## config.mk

```make
export PLATFORM = sky130hd
export DESIGN_NAME = foobar
export DESIGN_NICKNAME = d
export VERILOG_FILES = /design/src/rtl/foobar.sv
export SDC_FILE = /design/constraint.sdc
export NUM_CORES = 1
export LEC_CHECK = 0
export CELL_PAD_IN_SITES_DETAIL_PLACEMENT = 2
export CELL_PAD_IN_SITES_GLOBAL_PLACEMENT = 2
export CORE_AREA = 2 2 60 62
export DETAILED_ROUTE_END_ITERATION = 12
export DIE_AREA = 0 0 62 64
export PLACE_DENSITY_LB_ADDON = 0.1
export SYNTH_ARGS = -nofsm -noshare
export SYNTH_HDL_FRONTEND = slang
export SYNTH_SLANG_ARGS = --single-unit
export TNS_END_PERCENT = 1
```

## constraint.sdc

```tcl
create_clock -name clk -period 4.9 [get_ports clk]
set_input_delay 0.98 -clock clk [delete_from_list [all_inputs] [get_ports clk]]
set_output_delay 0.98 -clock clk [all_outputs]
set_load 0.01 [all_outputs]
```

## src/rtl/foobar.sv

```systemverilog
// foobar: dual-rate foo/bar pulse generator with running pulse counts.
// Define FOOBAR_SAT_EN to make the counts saturate instead of wrapping.
module foobar #(
  parameter int FOO_DIV = 3,
  parameter int BAR_DIV = 5,
  parameter int CNT_W = 8
) (
  input  logic             clk,
  input  logic             rst,
  input  logic             en,
  output logic             foo,
  output logic             bar,
  output logic [CNT_W-1:0] count_foo,
  output logic [CNT_W-1:0] count_bar
);
  localparam int FW = FOO_DIV > 1 ? $clog2(FOO_DIV) : 1;
  localparam int BW = BAR_DIV > 1 ? $clog2(BAR_DIV) : 1;
  logic [FW-1:0] ph_foo;
  logic [BW-1:0] ph_bar;
  logic hit_foo, hit_bar, inc_foo, inc_bar;
  assign hit_foo = ph_foo == FW'(FOO_DIV - 1);
  assign hit_bar = ph_bar == BW'(BAR_DIV - 1);
`ifdef FOOBAR_SAT_EN
  assign inc_foo = hit_foo && count_foo != '1;
  assign inc_bar = hit_bar && count_bar != '1;
`else
  assign inc_foo = hit_foo;
  assign inc_bar = hit_bar;
`endif
  always_ff @(posedge clk) begin
    if (rst) begin
      ph_foo <= '0;
      ph_bar <= '0;
      foo <= 1'b0;
      bar <= 1'b0;
      count_foo <= '0;
      count_bar <= '0;
    end else if (en) begin
      ph_foo <= hit_foo ? '0 : ph_foo + 1'b1;
      ph_bar <= hit_bar ? '0 : ph_bar + 1'b1;
      foo <= hit_foo;
      bar <= hit_bar;
      count_foo <= count_foo + CNT_W'(inc_foo);
      count_bar <= count_bar + CNT_W'(inc_bar);
    end else begin
      foo <= 1'b0;
      bar <= 1'b0;
    end
  end
endmodule

```

# Word level (Yosys, flattened, before mapping)
# Cells that the tools add are included.
dict set report word_totals {
  in_bits 3
  reg_bits 23
  rom_bits 0
  ram_bits 0
  latch_bits 0
  wordCells 16
  mem_count 0
}
dict set report op_classes {
  n_eq_ne 2
  shifts 0
  bitwise_logic 1
  magnitude_cmp 0
  mul 0
  muxes 2
  div_mod_pow 0
  reduce_logical 1
  add_sub_neg 4
}
# cell n
set op_table {}
lappend op_table {{$add 8x1->8} 2}
lappend op_table {{$add 3x1->3 const B} 1}
lappend op_table {{$eq 3x3->1 const B} 1}
lappend op_table {{$mux 3} 1}
lappend op_table {{$add 2x1->2 const B} 1}
lappend op_table {{$eq 2x2->1 const B} 1}
lappend op_table {{$mux 2} 1}
lappend op_table {{$reduce_or 2->1} 1}
lappend op_table {{$not 1->1} 1}

# Depth between registers and ports, before layout
dict set report logic_depth {
  ltp_word 2
  ltp_mapped 9
  mapped_depth_nobuf 9
}

# Worst setup path before layout
# No wires, ideal clock.
dict set report synth_path {
  kind {input-to-reg}
  startpoint {input en}
  endpoint {register count_foo[6]}
  t_arrival_ns 1.607
  setup_ns 0.071
  required_ns 4.829
  setup_slack_ns 3.223
  path_stages 4
  path_cell_list {buf_6 nand3_1 or3_1 a21oi_1}
}
# item line_no
set synth_rtl {}
lappend synth_rtl {{start: declaration} 10} ;# input logic en,
lappend synth_rtl {{end signal: assignment} 43} ;# count_foo <= count_foo + CNT_W'(inc_foo);
lappend synth_rtl {{end: declaration} 13} ;# output logic [CNT_W-1:0] count_foo,

==> results.toml <==
[outcome]
status = "finished clean"

[clock_network]
clock_latency_ps = 320
cts_buffers = 3
cts_resized = 0
htreeDepth = 1
hold_buffers = 0
cts_tree = "done"
post_cts_buffers = 0
clockBufferDepth = 2
root_buffer = "clkbuf_4"
cts.clk_slew.worst_paths_ps = 140
cts.sinks = 23

[global_route]
grt_pass1_vias = 889
grt_start_max_net_pins = 24
grt_use_total = 0.1329
overflow = 0
grt_pass1_wl_um = 4036
antenna_found_initial = 0

[drt]
drtIter0Drc = 31
drc = 0
first_pass_iters = 4
wl_um = 2331
post_drt_wl_per_cell_um = 13.47
drt-vias-per-instance = 4.850
vias = 839
postRouteAntennaNets = 0

[worst_setup_path]
worst_ep_arrival_time_ps = 2970
crit_type = "in2reg"
cpPeakStageDelay_ps = 1030
required_ps = 5150
worstSetupEndpointType = "register"
startpoint_type = "input pin"
path_cells = "clkdlybuf4s50_1, nand4_1, or3_1, a21oi_1"
slowest_stage = "clkdlybuf4s50_1"
crit_fanout = 22

[synth]
syn_nets = 116
post_synth_instance_area_um2 = 984.7
synth.avg_cell_area_um2 = 9.203
ys_ff_latch = 23
syn_inst = 107
synth_cell_types = 20
ys_warn_count = 0
synth_top_flop_cell = "dfxtp_1"
synth_edf_count = 0
yosysSeqAreaShare = 0.4676
async_reset_ff_frac = 0

[pwr]
p_per_area_nw_per_um2 = 242.1
power_leakage_nw = 0.4677
peakVddDrop_v = 0.0001813

[sta]
finalSetupViolCount = 0
min_period_over_period = 0.5566
drv_slew = 0
slew_headroom = 0.4237
fin_tns_setup_ps = 0
skew_ps = 10.48
min_period_ps = 2727
rsz0062_at_grt = "no"
hold_viol = 0
worstMarginPinSlew_ps = 861.8
fmaxAchievable_mhz = 366.7

[final_layout]
area_growth_pct = 26.56
fin_util = 0.3794
layout_common_cells = "dfxtp_1, clkdlybuf4s50_1, nor2_1, a21oi_1, o21ai_0"
final_common_cell = "dfxtp_1"
regArea_um2 = 460.4
drive_above_1_share = 0.03150
fin_nets = 137
diodes = 0
n_fill_cell = 371
multi_input_area_um2 = 489.2

[place]
portBuffers = 20
place.gp.congestion = 0.6774
dp_hpwl_um = 1711

[die]
dieArea_um2 = 3968
initial_utilization = 0.2998
core_region_area_um2 = 3284
row_count = 21
die_w_um = 62
die_h_um = 64
pin_count = 21

[job]
cap_violations = 0

[worst_hold_path]
hp-class = "reg2reg"
[where the power goes]
part	total, mW	leakage, nW	internal [mW]	switching, mW
Combinational	0.0184	0.264	0.00788	0.0105
Clock	0.0909	0.0177	0.0305	0.0604
Sequential	0.192	0.186	0.190	0.00242
Total	0.302	0.468	0.228	0.0733
[final timing paths]
kind | startpoint | to | slack, ps | depth (start not counted)
worst max-delay path | en | count_bar[7] | 2170 | 4
worst min-delay path | ph_bar[2] | ph_bar[2] | 490 | 2
worst max register to register | ph_bar[0] | count_bar[6] | 3040 | 9
worst min register to register | ph_bar[2] | ph_bar[2] | 490 | 2
[metal layers]
| layer | part of all wire | vias up | global-route usage |
|---|---|---|---|
| met5 | 0 | - | 0 |
| met4 | 0.0082 | 0 | 0.03191 |
| met3 | 0.030 | 2 | 0.03644 |
| met2 | 0.54 | 11 | 0.2318 |
| met1 | 0.43 | 414 | 0.1553 |
| li1 | - | 412 | - |
[state kept, by name, indices dropped and copies added, names as in the netlist]
register / count
bar: 1
count_bar: 8
count_foo: 8
foo: 1
ph_bar: 3
ph_foo: 2
[cell type report]
class | count | share of cell area
Inverter | 3 | 0.009036
Sequential cell | 23 | 0.3695
Multi-Input combinational cell | 77 | 0.3926
Clock inverter | 1 | 0.004016
Clock buffer | 3 | 0.01807
Timing Repair Buffer | 20 | 0.1606
Tap cell | 46 | 0.04618
[worst max-delay path, delay by kind of cell]
family,cells,cell delay [ps]
compound gates,1,150
simple gates,2,810
buf+inv,1,1030
[logic make-up after synthesis]
group | share of synthesized area
xor gates and xnor gates | 0.05337
DFF | 0.4676
and+or+nand+nor | 0.2249
buffers and inverters | 0.03557
adders and majority gates | 0.07624
muxes | 0.06099
AOI/OAI and AO/OA | 0.08131
[cells in the mapped netlist, types with 2 or more instances]
| cell type | count | area share |
|---|---|---|
| o21ai_0 | 7 | 0.036 |
| nand3b_1 | 2 | 0.015 |
| nor2_1 | 13 | 0.050 |
| or3_1 | 6 | 0.038 |
| nand2_1 | 6 | 0.023 |
| mux2i_1 | 6 | 0.061 |
| clkbuf_1 | 2 | 0.0076 |
| nand3_1 | 5 | 0.025 |
| xor2_1 | 6 | 0.053 |
| nand2b_1 | 2 | 0.013 |
| ha_1 | 6 | 0.076 |
| a21oi_1 | 9 | 0.046 |
| inv_1 | 3 | 0.011 |
| dfxtp_1 | 23 | 0.47 |
| nand4_1 | 6 | 0.038 |
[per-stage QoR]
| stage | total power [mW] | hold WS (ps) | setup slack (ps) | area [µm²] | std cells |
|---|---|---|---|---|---|
| final | 0.3018 | 493.5 | 2173 | 1246 | 173 |
| after global routing | 0.3206 | 518.0 | 1921 | 1246 | 173 |
| after CTS | 0.3096 | 496.6 | 2145 | 1246 | 173 |
| after detailed placement | 0.2157 | 477.0 | 1800 | 1219 | 169 |
| after global placement | 0.2141 | 453.1 | 1910 | 1219 | 169 |
| after floorplan | 0.2094 | 439.9 | 3223 | 984.7 | 107 |
(Power assumes the default switching activity.)
